[config.mk]
export PLATFORM = sky130hd
export DESIGN_NAME = axis_ctrlsrc_select_n
export DESIGN_NICKNAME = d
export VERILOG_FILES = /design/src/rtl/axis_ctrlsrc_select_n.sv
export SDC_FILE = /design/constraint.sdc
export NUM_CORES = 1
export LEC_CHECK = 0
export ABC_CLOCK_PERIOD_IN_PS = 2900
export CAP_MARGIN = 15
export CORE_UTILIZATION = 38
export DETAILED_ROUTE_END_ITERATION = 8
export PLACE_DENSITY_LB_ADDON = 0.2
export REMOVE_ABC_BUFFERS = 1
export SYNTH_ARGS = -nofsm -noshare
export SYNTH_HDL_FRONTEND = slang
export SYNTH_SLANG_ARGS = --single-unit
[constraint.sdc]
create_clock -name a_clk -period 2.9 [get_ports a_clk]
set_input_delay 0.435 -clock a_clk [delete_from_list [all_inputs] [get_ports a_clk]]
set_output_delay 0.435 -clock a_clk [all_outputs]
set_load 0.005 [all_outputs]
[src/rtl/axis_ctrlsrc_select_n.sv]
// N-channel signed AXIS control-source selector with settle blanking.
// Optional float32 output path enabled by defining CTRLSRC_FLOAT_EN.
module axis_ctrlsrc_select_n #(
  parameter int N_CH             = 4,
  parameter int SAXIS_DATA_WIDTH = 32,
  parameter int MAXIS_DATA_WIDTH = 32,
  parameter int SEL_WIDTH        = 4,
  parameter int SETTLE_WIDTH     = 8
) (
  input  logic                               a_clk,
  input  logic                               a_rst,
  input  logic [N_CH*SAXIS_DATA_WIDTH-1:0]   S_AXIS_tdata,
  input  logic [N_CH-1:0]                    S_AXIS_tvalid,
  input  logic [SEL_WIDTH-1:0]               selection,
  input  logic [SETTLE_WIDTH-1:0]            settle_cycles,
  output logic [MAXIS_DATA_WIDTH-1:0]        M_AXIS_tdata,
  output logic                               M_AXIS_tvalid,
  output logic [31:0]                        M_AXIS_FLOAT_tdata,
  output logic                               M_AXIS_FLOAT_tvalid,
  output logic [SEL_WIDTH-1:0]               active_sel,
  output logic                               switch_busy,
  output logic                               sel_error
);

  localparam int SW = SAXIS_DATA_WIDTH;
  localparam int MW = MAXIS_DATA_WIDTH;
  localparam logic [SEL_WIDTH:0] NCH_L = (SEL_WIDTH+1)'(N_CH);

  typedef enum logic {RUN, SETTLE} state_t;

  state_t                  state;
  logic [SETTLE_WIDTH-1:0] cnt;
  logic signed [SW-1:0]    sample_q;
  logic [SW-1:0]           lane_data;
  logic                    lane_valid;
  logic                    sel_ok;
  logic                    sel_new;

  always_comb begin
    lane_data  = '0;
    lane_valid = 1'b0;
    for (int k = 0; k < N_CH; k++) begin
      if (active_sel == SEL_WIDTH'(k)) begin
        lane_data  = S_AXIS_tdata[k*SW +: SW];
        lane_valid = S_AXIS_tvalid[k];
      end
    end
  end

  assign sel_ok  = {1'b0, selection} < NCH_L;
  assign sel_new = sel_ok && (selection != active_sel);

  always_ff @(posedge a_clk or posedge a_rst) begin
    if (a_rst) begin
      state         <= RUN;
      cnt           <= '0;
      sample_q      <= '0;
      M_AXIS_tvalid <= 1'b0;
      active_sel    <= '0;
      switch_busy   <= 1'b0;
      sel_error     <= 1'b0;
    end else begin
      sel_error <= !sel_ok;
      unique case (state)
        RUN: begin
          if (sel_new && settle_cycles != '0) begin
            active_sel    <= selection;
            cnt           <= settle_cycles;
            state         <= SETTLE;
            switch_busy   <= 1'b1;
            M_AXIS_tvalid <= 1'b0;
          end else begin
            if (sel_new) active_sel <= selection;
            M_AXIS_tvalid <= lane_valid;
            if (lane_valid) sample_q <= lane_data;
          end
        end
        SETTLE: begin
          M_AXIS_tvalid <= 1'b0;
          if (sel_new) begin
            // restart the window on a fresh channel request
            active_sel <= selection;
            cnt        <= settle_cycles;
            if (settle_cycles == '0) begin
              state       <= RUN;
              switch_busy <= 1'b0;
            end
          end else if (cnt == SETTLE_WIDTH'(1)) begin
            state         <= RUN;
            switch_busy   <= 1'b0;
            M_AXIS_tvalid <= lane_valid;
            if (lane_valid) sample_q <= lane_data;
          end else begin
            cnt <= cnt - SETTLE_WIDTH'(1);
          end
        end
        default: state <= RUN;
      endcase
    end
  end

  assign M_AXIS_tdata = MW'(sample_q);

`ifdef CTRLSRC_FLOAT_EN
  logic [SW-1:0] mag;
  logic          s1_sign, s1_v;
  logic [31:0]   s1_abs;
  logic          s2_sign, s2_v, s2_zero;
  logic [31:0]   s2_abs;
  logic [4:0]    s2_pos;
  logic [4:0]    pos;
  logic [31:0]   norm;
  logic          rnd;
  logic [24:0]   mant;
  logic [7:0]    expo;
  logic [22:0]   frac;

  assign mag = sample_q[SW-1] ? (~sample_q) + SW'(1) : sample_q;

  always_comb begin
    pos = '0;
    for (int i = 0; i < 32; i++) begin
      if (s1_abs[i]) pos = 5'(i);
    end
  end

  // round-to-nearest-even on the bits below the 24-bit significand
  always_comb begin
    norm = s2_abs << (5'd31 - s2_pos);
    rnd  = norm[7] & ((|norm[6:0]) | norm[8]);
    mant = {1'b0, norm[31:8]} + 25'(rnd);
    expo = 8'd127 + {3'b0, s2_pos} + {7'b0, mant[24]};
    frac = mant[24] ? 23'd0 : mant[22:0];
  end

  always_ff @(posedge a_clk or posedge a_rst) begin
    if (a_rst) begin
      s1_sign             <= 1'b0;
      s1_v                <= 1'b0;
      s1_abs              <= '0;
      s2_sign             <= 1'b0;
      s2_v                <= 1'b0;
      s2_zero             <= 1'b0;
      s2_abs              <= '0;
      s2_pos              <= '0;
      M_AXIS_FLOAT_tdata  <= '0;
      M_AXIS_FLOAT_tvalid <= 1'b0;
    end else begin
      s1_sign             <= sample_q[SW-1];
      s1_abs              <= 32'(mag);
      s1_v                <= M_AXIS_tvalid;
      s2_sign             <= s1_sign;
      s2_abs              <= s1_abs;
      s2_pos              <= pos;
      s2_zero             <= (s1_abs == '0);
      s2_v                <= s1_v;
      M_AXIS_FLOAT_tdata  <= s2_zero ? 32'd0 : {s2_sign, expo, frac};
      M_AXIS_FLOAT_tvalid <= s2_v;
    end
  end
`else
  assign M_AXIS_FLOAT_tdata  = '0;
  assign M_AXIS_FLOAT_tvalid = 1'b0;
`endif

endmodule

==> impl_metrics.toml, run 1 <==
[setup_path]
reg2reg_depth = 7
critical_path_required_ns = 3.12
max_stage_delay_ns = 0.47
cp.arrival_ns = 2.68
crit_family = "compound AO/OA/AOI/OAI gates"
crit_path_end_kind = "register"
rrSetupSlack_ns = 0.62
cp_max_fo = 11
rr_endpoint = "M_AXIS_tdata[28]"
worstSetupPathType = "in -> reg"
worst_path_max_delay_cell = "o41ai_2"
cp_cell_sequence = "clkdlybuf4s50_1, xor2_1, o41ai_2, o21ba_2, o21ba_2, buf_4, buf_4, mux2i_1"
crit_path_end = "M_AXIS_tdata[28]"
path_buf_inv = 3
path_depth = 8
cp-start-kind = "input pin"
crit_start = "selection[2]"

[timing]
timing.hold.ws_ns = 0.514
setup_violations = 0
finalHoldViolCount = 0
rsz0062_at_grt = "no"
finalCriticalPeriod_ns = 2.46
worst_slew_pin_slew_ns = 1.04
setup_tns_ns = 0
final.setup_skew_ns = 0.00599
fin_crit_sh_pct = 85.0
slew_headroom_pct = 30.4
slew_viol_final = 0
max_freq_mhz = 406

[place]
post-dp-hpwl_mm = 8.36
portBuffers = 184
globalplace.congestion = 0.855

[clock_network]
cts.sinks = 48
post_cts_buffers = 0
htreeDepth = 2
clkTransAtPathRegs_ns = 0.09
cts_resized = 0
clock-root-buffer = "clkbuf_8"
cts_buffers = 5
cts_tree = "yes"
clock_path_buffers = 2
insertion_delay_ns = 0.30
holdBufCountCts = 0

[finish]
antenna_cells = 0
drive_gt1_share_pct = 11.9
final_core_util_pct = 61.5
layout.nets = 669
syn2layout_area_growth_pct = 55.1

[synth]
synth_common_cells = "dfrtp_1, o21ai_0, nand2_1"
synth_ff_type = "dfrtp_1"
ys_seq_elements = 48
yosysTopAreaCellShare_pct = 34.4
netlist.top_cell.by_area = "dfrtp_1"
synthCells = 342
synth_edf_count = 0
ys_warn_count = 0
synthArstFlopShare_pct = 100
syn_area_um2 = 3490
syn_avg_cell_area_um2 = 10.2
synth_most_common_cell = "dfrtp_1"
yosysUniqueCellTypes = 43
ys_seq_area_share_pct = 34.4
synthTopCellsByArea = "dfrtp_1, mux2_4, mux2i_1"

[floorplanning]
die_x_um = 97.8
ios = 218
initial_core_util_pct = 39.6
core_um2 = 8810
die_h_um = 97.8
dieArea_um2 = 9570
rows = 34

[worst_hold_path]
holdCritPathClass = "reg -> reg"
hold_path_startpoint = "M_AXIS_tdata[25]"
min_path_cells = 1

[routing]
drc_errors = 6
wl_mm = 10.6
num_vias = 3087
ant_nets = 0
wire_per_inst_um = 16.7
drt_iter0_markers = 67
dr.pass1.iters = 6
viasPerCell = 4.90

[global_route]
grt_util_all_layers_pct = 21.6
grt_pass1_wl_mm = 16.1
grt_pass1_vias = 3205
grt_max_degree = 49
grt_overflow = 0
antenna_found_initial = 0

[job]
cap_violations = 0

[power]
ir_drop_mv = 0.269
power.density_nw_per_um2 = 641
leakagePower_nw = 2.38

[outcome]
failed_checks = "DRC"
outcome = "finished, violations left"
[final cells by class]
class                           count  area, µm²
Fill cell                         773       3390
Multi-Input combinational cell    259       1970
Timing Repair Buffer              197       1960
Sequential cell                    48       1200
Tap cell                          108        135
Clock buffer                        5       68.8
Clock inverter                      3       42.5
Inverter                           10       37.5
[layout by cell type, fill, tap and decap left out, types with 2 or more instances in the layout]
| cell type | count |
|---|---|
| a21oi_1 | 7 |
| or4_1 | 3 |
| buf_4 | 11 |
| nand2_1 | 36 |
| nor3_1 | 2 |
| and3_1 | 2 |
| nor4_1 | 2 |
| mux2_2 | 6 |
| dfrtp_1 | 47 |
| nor2_1 | 12 |
| mux4_1 | 3 |
| ha_1 | 2 |
| clkdlybuf4s50_1 | 184 |
| and2_1 | 3 |
| inv_1 | 9 |
| o21ba_2 | 2 |
| xor2_1 | 2 |
| a22o_1 | 27 |
| o21ai_0 | 41 |
| mux2_4 | 24 |
| a22oi_1 | 2 |
| mux4_2 | 3 |
| clkbuf_8 | 5 |
| conb_1 | 33 |
| mux2i_1 | 33 |
[how the worst min path moves through the flow]
stage                                  end
after floorplan                     cnt[7]
after global placement    M_AXIS_tdata[16]
after detailed placement  M_AXIS_tdata[20]
after CTS                 M_AXIS_tdata[25]
after global routing      M_AXIS_tdata[14]
final                     M_AXIS_tdata[25]
[stage by stage]
stage / worst slack [ns] / area, µm² / instances / total power (W)
floorplan: -0.976 / 3200 / 317 / 0.00204
global placement: 0.173 / 5290 / 621 / 0.00297
detailed placement: 0.113 / 5290 / 621 / 0.00299
CTS: 0.431 / 5400 / 629 / 0.00349
global route: 0.350 / 5410 / 630 / 0.00369
finish: 0.436 / 5410 / 630 / 0.00347
[cells by family (layout without fill, tap and decap cells)]
group	after synthesis	count (layout)	synth area share [%]
AO/OA/AOI/OAI	86	86	16.6
XOR/XNOR	3	3	0.969
adder cells (fa/ha/maj)	2	2	0.717
buffers and inverters	67	215	12.8
flip-flops	48	48	34.4
multiplexers	69	69	25.9
other	1	33	0.108
AND/OR/NAND/NOR	66	66	8.47
[where the power goes]
group	internal (W)	leakage (nW)	total, W	switching, W
logic	0.00115	1.75	0.00181	0.000659
registers	0.000965	0.581	0.00118	0.000218
clock network	0.000255	0.0541	0.000482	0.000226
total	0.00237	2.38	0.00347	0.00110
[per-layer routing]
layer	global-route usage, %	wire length, µm
met5	0	0
met4	5.71	161
met3	6.94	807
met2	40.9	5530
met1	23.0	4050
[worst reg2reg max path: stages, from the launching register on]
cell     delay (ns)
dfrtp_1        0.43
xor2_1         0.18
o41ai_2        0.47
o21ba_2        0.28
o21ba_2        0.20
buf_4          0.24
buf_4          0.19
mux2i_1        0.20
[registers in the layout, indices dropped and copies added (netlist names), named ones only]
signal,cells
switch_busy,1
cnt,8
sel_error,1
M_AXIS_tdata,32
M_AXIS_tvalid,1
state,1
Power figures use the tool's default switching activity.
==> inputs of run 2 (changes only) <==
--- a/config.mk
+++ b/config.mk
@@ -5,9 +5,9 @@
 export SDC_FILE = /design/constraint.sdc
 export NUM_CORES = 1
 export LEC_CHECK = 0
-export ABC_CLOCK_PERIOD_IN_PS = 2900
+export ABC_CLOCK_PERIOD_IN_PS = 2150
 export CAP_MARGIN = 15
-export CORE_UTILIZATION = 38
+export CORE_UTILIZATION = 34
 export DETAILED_ROUTE_END_ITERATION = 8
 export PLACE_DENSITY_LB_ADDON = 0.2
 export REMOVE_ABC_BUFFERS = 1
==> constraint.sdc (replaced) <==
create_clock -name a_clk -period 2.15 [get_ports a_clk]
set_input_delay 0.3225 -clock a_clk [delete_from_list [all_inputs] [get_ports a_clk]]
set_output_delay 0.3225 -clock a_clk [all_outputs]
set_load 0.005 [all_outputs]
==> run 2 against run 1 <==
The run now ends clean. Global-route usage shrank 1.9 points. Combinational power rose by 43%. Sequential power grew 36%. Critical path type is now reg -> reg.
==> impl_metrics.toml, run 2 (synthesis results as in run 1) <==
[routing]
wire_per_inst_um = 15.9
wl_mm = 10.7
drt_iter0_markers = 57
drc_errors = 0
ant_nets = 0
viasPerCell = 4.77
dr.pass1.iters = 4
num_vias = 3220

[setup_path]
crit_path_end_kind = "register"
cp-start-kind = "register"
worstSetupPathType = "reg -> reg"
rr_endpoint = "M_AXIS_tdata[4]"
rrSetupSlack_ns = 0.02
cp_max_fo = 7
critical_path_required_ns = 2.35
cp.arrival_ns = 2.33
reg2reg_depth = 7

[place]
post-dp-hpwl_mm = 8.47
placed_area_um2 = 5430
dp_cells = 658
dp_slack_ns = -0.404
globalplace.congestion = 0.826
portBuffers = 184

[global_route]
grt_max_degree = 28
grt_pass1_wl_mm = 16.0
grt_overflow = 0
antenna_found_initial = 0
grt_pass1_vias = 3239
grt_util_all_layers_pct = 19.8

[timing]
worst_slew_pin_slew_ns = 0.612
finalCriticalPeriod_ns = 2.13
fin_crit_sh_pct = 98.9
timing.hold.ws_ns = 0.353
slew_headroom_pct = 59.1
setup_violations = 0
rsz0062_at_grt = "yes"
max_freq_mhz = 470
final.setup_skew_ns = 0.0168
finalHoldViolCount = 0
fin_ws_ns = 0.0237
slew_viol_final = 0

[clock_network]
clock_path_buffers = 2
cts_buffers = 5
cts_tree = "yes"
clkTransAtPathRegs_ns = 0.10
cts.sinks = 48
insertion_delay_ns = 0.31
htreeDepth = 2
holdBufCountCts = 0
clock-root-buffer = "clkbuf_8"

[job]
cap_violations = 0

[finish]
seqCellArea_um2 = 1200
post-route-cell-area_um2 = 5730
multi_input_area_um2 = 2000
antenna_cells = 0
fillers = 876
syn2layout_area_growth_pct = 64.2
final_common_cell = "clkdlybuf4s50_1"
layout.nets = 689
final-instance-count-excl-fill = 675
largest_register_ffs = 32
final_cell_mix = "clkdlybuf4s50_1, dfrtp_1, o21ai_0, nand2_1"
drive_gt1_share_pct = 16.1

[floorplanning]
core_um2 = 9860
dieArea_um2 = 10700
ios = 218
rows = 36
die_x_um = 103
die_h_um = 103
initial_core_util_pct = 35.4

[power]
p_total_w = 0.00498
leakagePower_nw = 2.56
power.density_nw_per_um2 = 869
ir_drop_mv = 0.413

[worst_hold_path]
min_path_cells = 2
holdCritPathClass = "in -> reg"
hold_path_startpoint = "selection[1]"

[outcome]
outcome = "finished, final reports clean"
run 2: cell types whose count changed in the layout (fill, tap and decap cells not counted), sizes merged, moves of 2 or more:
cell,delta
buf,+18
clkbuf,+2
clkdlybuf4s50,-3
dlymetal6s2s,+3
run 2: per-stage QoR:
step	setup TNS [ns]	utilization, %
floorplan	-58.50	-
global placement	-12.67	55.1
detailed placement	-13.36	55.1
CTS	-0.00453	56.6
global route	-1.06	58.1
finish	0	58.1
run 2: final cells by class:
| type | instances | share of cell area [%] |
|---|---|---|
| inverter | 10 | 0.655 |
| timing repair buffer | 217 | 38.1 |
| multi-input combinational | 259 | 35.0 |
| clock inverter | 3 | 1.20 |
| tap | 133 | 2.90 |
| sequential | 48 | 21.0 |
| clock buffer | 5 | 1.20 |
run 2: repair_timing:
action,in CTS,in global routing
setup endpoints to repair,29,40
setup buffers,1,5
cloned,0,2
resized for setup,2,12
pin swaps,1,5
run 2: worst max-delay path by stage:
stage | depth (start not counted) | to | slack [ns] | start
2_1_floorplan | 5 | M_AXIS_tdata[14] | -1.73 | register
3_3_place_gp | 7 | M_AXIS_tdata[16] | -0.38 | selection[2]
3_5_place_dp | 7 | M_AXIS_tdata[16] | -0.40 | selection[2]
4_1_cts | 8 | cnt[0] | -0.005 | selection[2]
5_1_grt | 7 | M_AXIS_tdata[3] | -0.06 | register
6_report | 7 | M_AXIS_tdata[4] | 0.02 | register
run 2: where the power goes:
group,switching (W),total (W),internal [W],leakage [nW]
sequential,0.000295,0.00160,0.00130,0.580
clock,0.000328,0.000796,0.000468,0.0687
combinational,0.000913,0.00259,0.00167,1.91
run 2: critical path, cell delays in order (launching register included):
cell and delay, ns:
dfrtp_2 0.43, xor2_2 0.17, o41ai_2 0.37, buf_4 0.18, o21ba_2 0.16, o21ba_4 0.23
clkbuf_16 0.20, mux2_4 0.29
run 2: metal layers:
metal  global-route usage, %  wire length [µm]
met3                    5.58               763
met1                    20.9              3900
met4                    4.44               113
met2                    38.5              5930
met5                       0                 0
==> inputs of run 3 (changes only) <==
--- a/config.mk
+++ b/config.mk
@@ -5,9 +5,11 @@
 export SDC_FILE = /design/constraint.sdc
 export NUM_CORES = 1
 export LEC_CHECK = 0
+export ABC_AREA = 1
 export ABC_CLOCK_PERIOD_IN_PS = 2150
 export CAP_MARGIN = 15
-export CORE_UTILIZATION = 34
+export CORE_MARGIN = 2
+export CORE_UTILIZATION = 33
 export DETAILED_ROUTE_END_ITERATION = 8
 export PLACE_DENSITY_LB_ADDON = 0.2
 export REMOVE_ABC_BUFFERS = 1
==> run 3 against run 2 <==
Fmax grew 18%. Sequential power is essentially flat. Worst setup slack gained 0.33 ns. Utilization shrank 3.6 points. Critical endpoint is now cnt[1].
==> impl_metrics.toml, run 3 <==
[place]
placed_area_um2 = 5250
globalplace.congestion = 0.797
post-dp-hpwl_mm = 9.01
dp_slack_ns = 0.122
dp_cells = 818
portBuffers = 184

[synth]
ys_warn_count = 0
syn_avg_cell_area_um2 = 6.50
synth_common_cells = "nand2_1, dfrtp_1, nand3_1"
synth_most_common_cell = "nand2_1"
synth_edf_count = 0
ys_seq_area_share_pct = 36.1
synthArstFlopShare_pct = 100
syn_area_um2 = 3330
synthTopCellsByArea = "dfrtp_1, nand2_1, buf_4"
ys_seq_elements = 48
yosysTopAreaCellShare_pct = 36.1
yosysUniqueCellTypes = 23
synthCells = 512
netlist.top_cell.by_area = "dfrtp_1"
synth_ff_type = "dfrtp_1"

[global_route]
grt_overflow = 0
grt_pass1_vias = 3790
grt_util_all_layers_pct = 21.3
grt_pass1_wl_mm = 18.7
grt_max_degree = 34
antenna_found_initial = 0

[timing]
setup_violations = 0
fin_crit_sh_pct = 83.8
finalCriticalPeriod_ns = 1.80
max_freq_mhz = 555
finalHoldViolCount = 0
final.setup_skew_ns = 0.0131
slew_viol_final = 0
rsz0062_at_grt = "no"
fin_ws_ns = 0.349

[setup_path]
cp-start-kind = "register"
cp.arrival_ns = 1.98
worstSetupPathType = "reg -> reg"
crit_path_end_kind = "register"
critical_path.most_common_cell = "nand2_1"
worst_path_max_delay_cell = "dfrtp_1"
max_stage_delay_ns = 0.52
cp_cell_sequence = "inv_2, nand2_1, nand2_1, nor2_1, nand2_1, nand2_2, nand2_1, nand2_4, buf_12, inv_1, nand2_1, nand2_1"
cp_max_fo = 30
critical_path_required_ns = 2.33

[clock_network]
cts_buffers = 5
insertion_delay_ns = 0.30
clock_path_buffers = 2
cts.sinks = 48
holdBufCountCts = 0
htreeDepth = 2
clock-root-buffer = "clkbuf_8"
cts_resized = 0
cts_tree = "yes"
clkTransAtPathRegs_ns = 0.08
post_cts_buffers = 0

[routing]
drc_errors = 0
num_vias = 3782
viasPerCell = 4.58
wire_per_inst_um = 13.8
wl_mm = 11.4
dr.pass1.iters = 4
drt_iter0_markers = 124
ant_nets = 0

[power]
switching_power_w = 0.00174
pwr-share-comb_pct = 53.6
p_total_w = 0.00453
ir_drop_mv = 0.331
clock_power_share_pct = 11.2
p_sw_share_pct = 38.4
leakagePower_nw = 2.51
power.density_nw_per_um2 = 849
power_frac_seq_pct = 35.3
p_int_w = 0.00279

[finish]
syn2layout_area_growth_pct = 60.1
seqCellArea_um2 = 1200
drive_gt1_share_pct = 4.91
multi_input_area_um2 = 1810
layout.nets = 840
post-route-cell-area_um2 = 5330
fillers = 1002
final_common_cell = "nand2_1"
antenna_cells = 0
largest_register_ffs = 32
final-instance-count-excl-fill = 825
final_cell_mix = "nand2_1, clkdlybuf4s50_1, dfrtp_1, nand3_1, nand4_1"

[floorplanning]
dieArea_um2 = 10900
initial_core_util_pct = 34.1
die_h_um = 104
ios = 218
die_x_um = 104
rows = 36
core_um2 = 9770

[worst_hold_path]
holdCritPathClass = "in -> async"

[job]
cap_violations = 0

[outcome]
outcome = "finished, final reports clean"
-- run 3: changes by cell type after synthesis, sizes merged, moves of 4 or more --
cell / change
mux2i: -33
nand2: +225
buf: +5
nand3b: +4
o21ai: -33
clkbuf: -5
mux4: -6
mux2: -30
nand3: +40
nand4: +34
inv: +14
a21oi: -5
a22o: -27
nor2: +10
-- run 3: logic make-up (layout without fill, tap and decap cells) --
logic type	after synthesis	after routing	synth area share, %
AND/OR/NAND/NOR	367	367	47.3
buffers and inverters	81	229	13.5
flip-flops	48	48	36.1
AO/OA/AOI/OAI	10	10	1.50
XOR/XNOR	3	3	0.790
adder cells (fa/ha/maj)	2	2	0.752
other	1	33	0.113
-- run 3: stage by stage --
stage | setup TNS [ns] | hold slack, ns | utilization [%]
final | 0 | 0.357 | 54.5
after global routing | 0 | 0.404 | 54.5
after CTS | 0 | 0.379 | 54.5
after detailed placement | 0 | 0.460 | 53.7
after global placement | 0 | 0.455 | 53.7
after floorplan | -23.42 | 0.443 | -
-- run 3: critical path, delay by kind of cell (launching register included) --
| family | cells | cell delay, ns |
|---|---|---|
| and+or+nand+nor | 9 | 0.76 |
| buffers and inverters | 3 | 0.39 |
| DFF | 1 | 0.52 |
-- run 3: final timing paths --
kind	from	endpoint	slack (ns)	cells past startpoint
max in group asynchronous	a_rst	cnt[2]	1.26	3
worst max register to register	register	cnt[1]	0.35	12
min in group a_clk	M_AXIS_tdata[1]	M_AXIS_tdata[1]	0.48	2
worst max-delay path	register	cnt[1]	0.35	12
worst min-delay path	a_rst	state	0.36	2
worst min register to register	M_AXIS_tdata[1]	M_AXIS_tdata[1]	0.48	2
-- run 3: layout make-up --
type	count	area share [%]
clock buffers	6	1.36
clock inverters	1	0.0939
inverters	24	1.69
multi-input cells	415	34.0
flip-flops and latches	48	22.5
well taps	133	3.12
repair buffers	198	37.2
-- run 3: per-layer routing --
metal  routed length [µm]  global-route usage [%]  part of all wire (%)
met3                  835                    6.08                   7.4
met1                 4400                    22.8                    39
met4                  151                    4.63                   1.3
met5                    0                       0                     0
met2                 5960                    40.8                    53
-- run 3: power groups by stage --
stage	Sequential, W	Combinational (W)	Clock, W
2_1_floorplan	0.00157	0.00106	0
3_3_place_gp	0.00159	0.00242	0
3_5_place_dp	0.00160	0.00245	0
4_1_cts	0.00159	0.00246	0.000523
5_1_grt	0.00165	0.00272	0.000566
6_report	0.00160	0.00242	0.000505
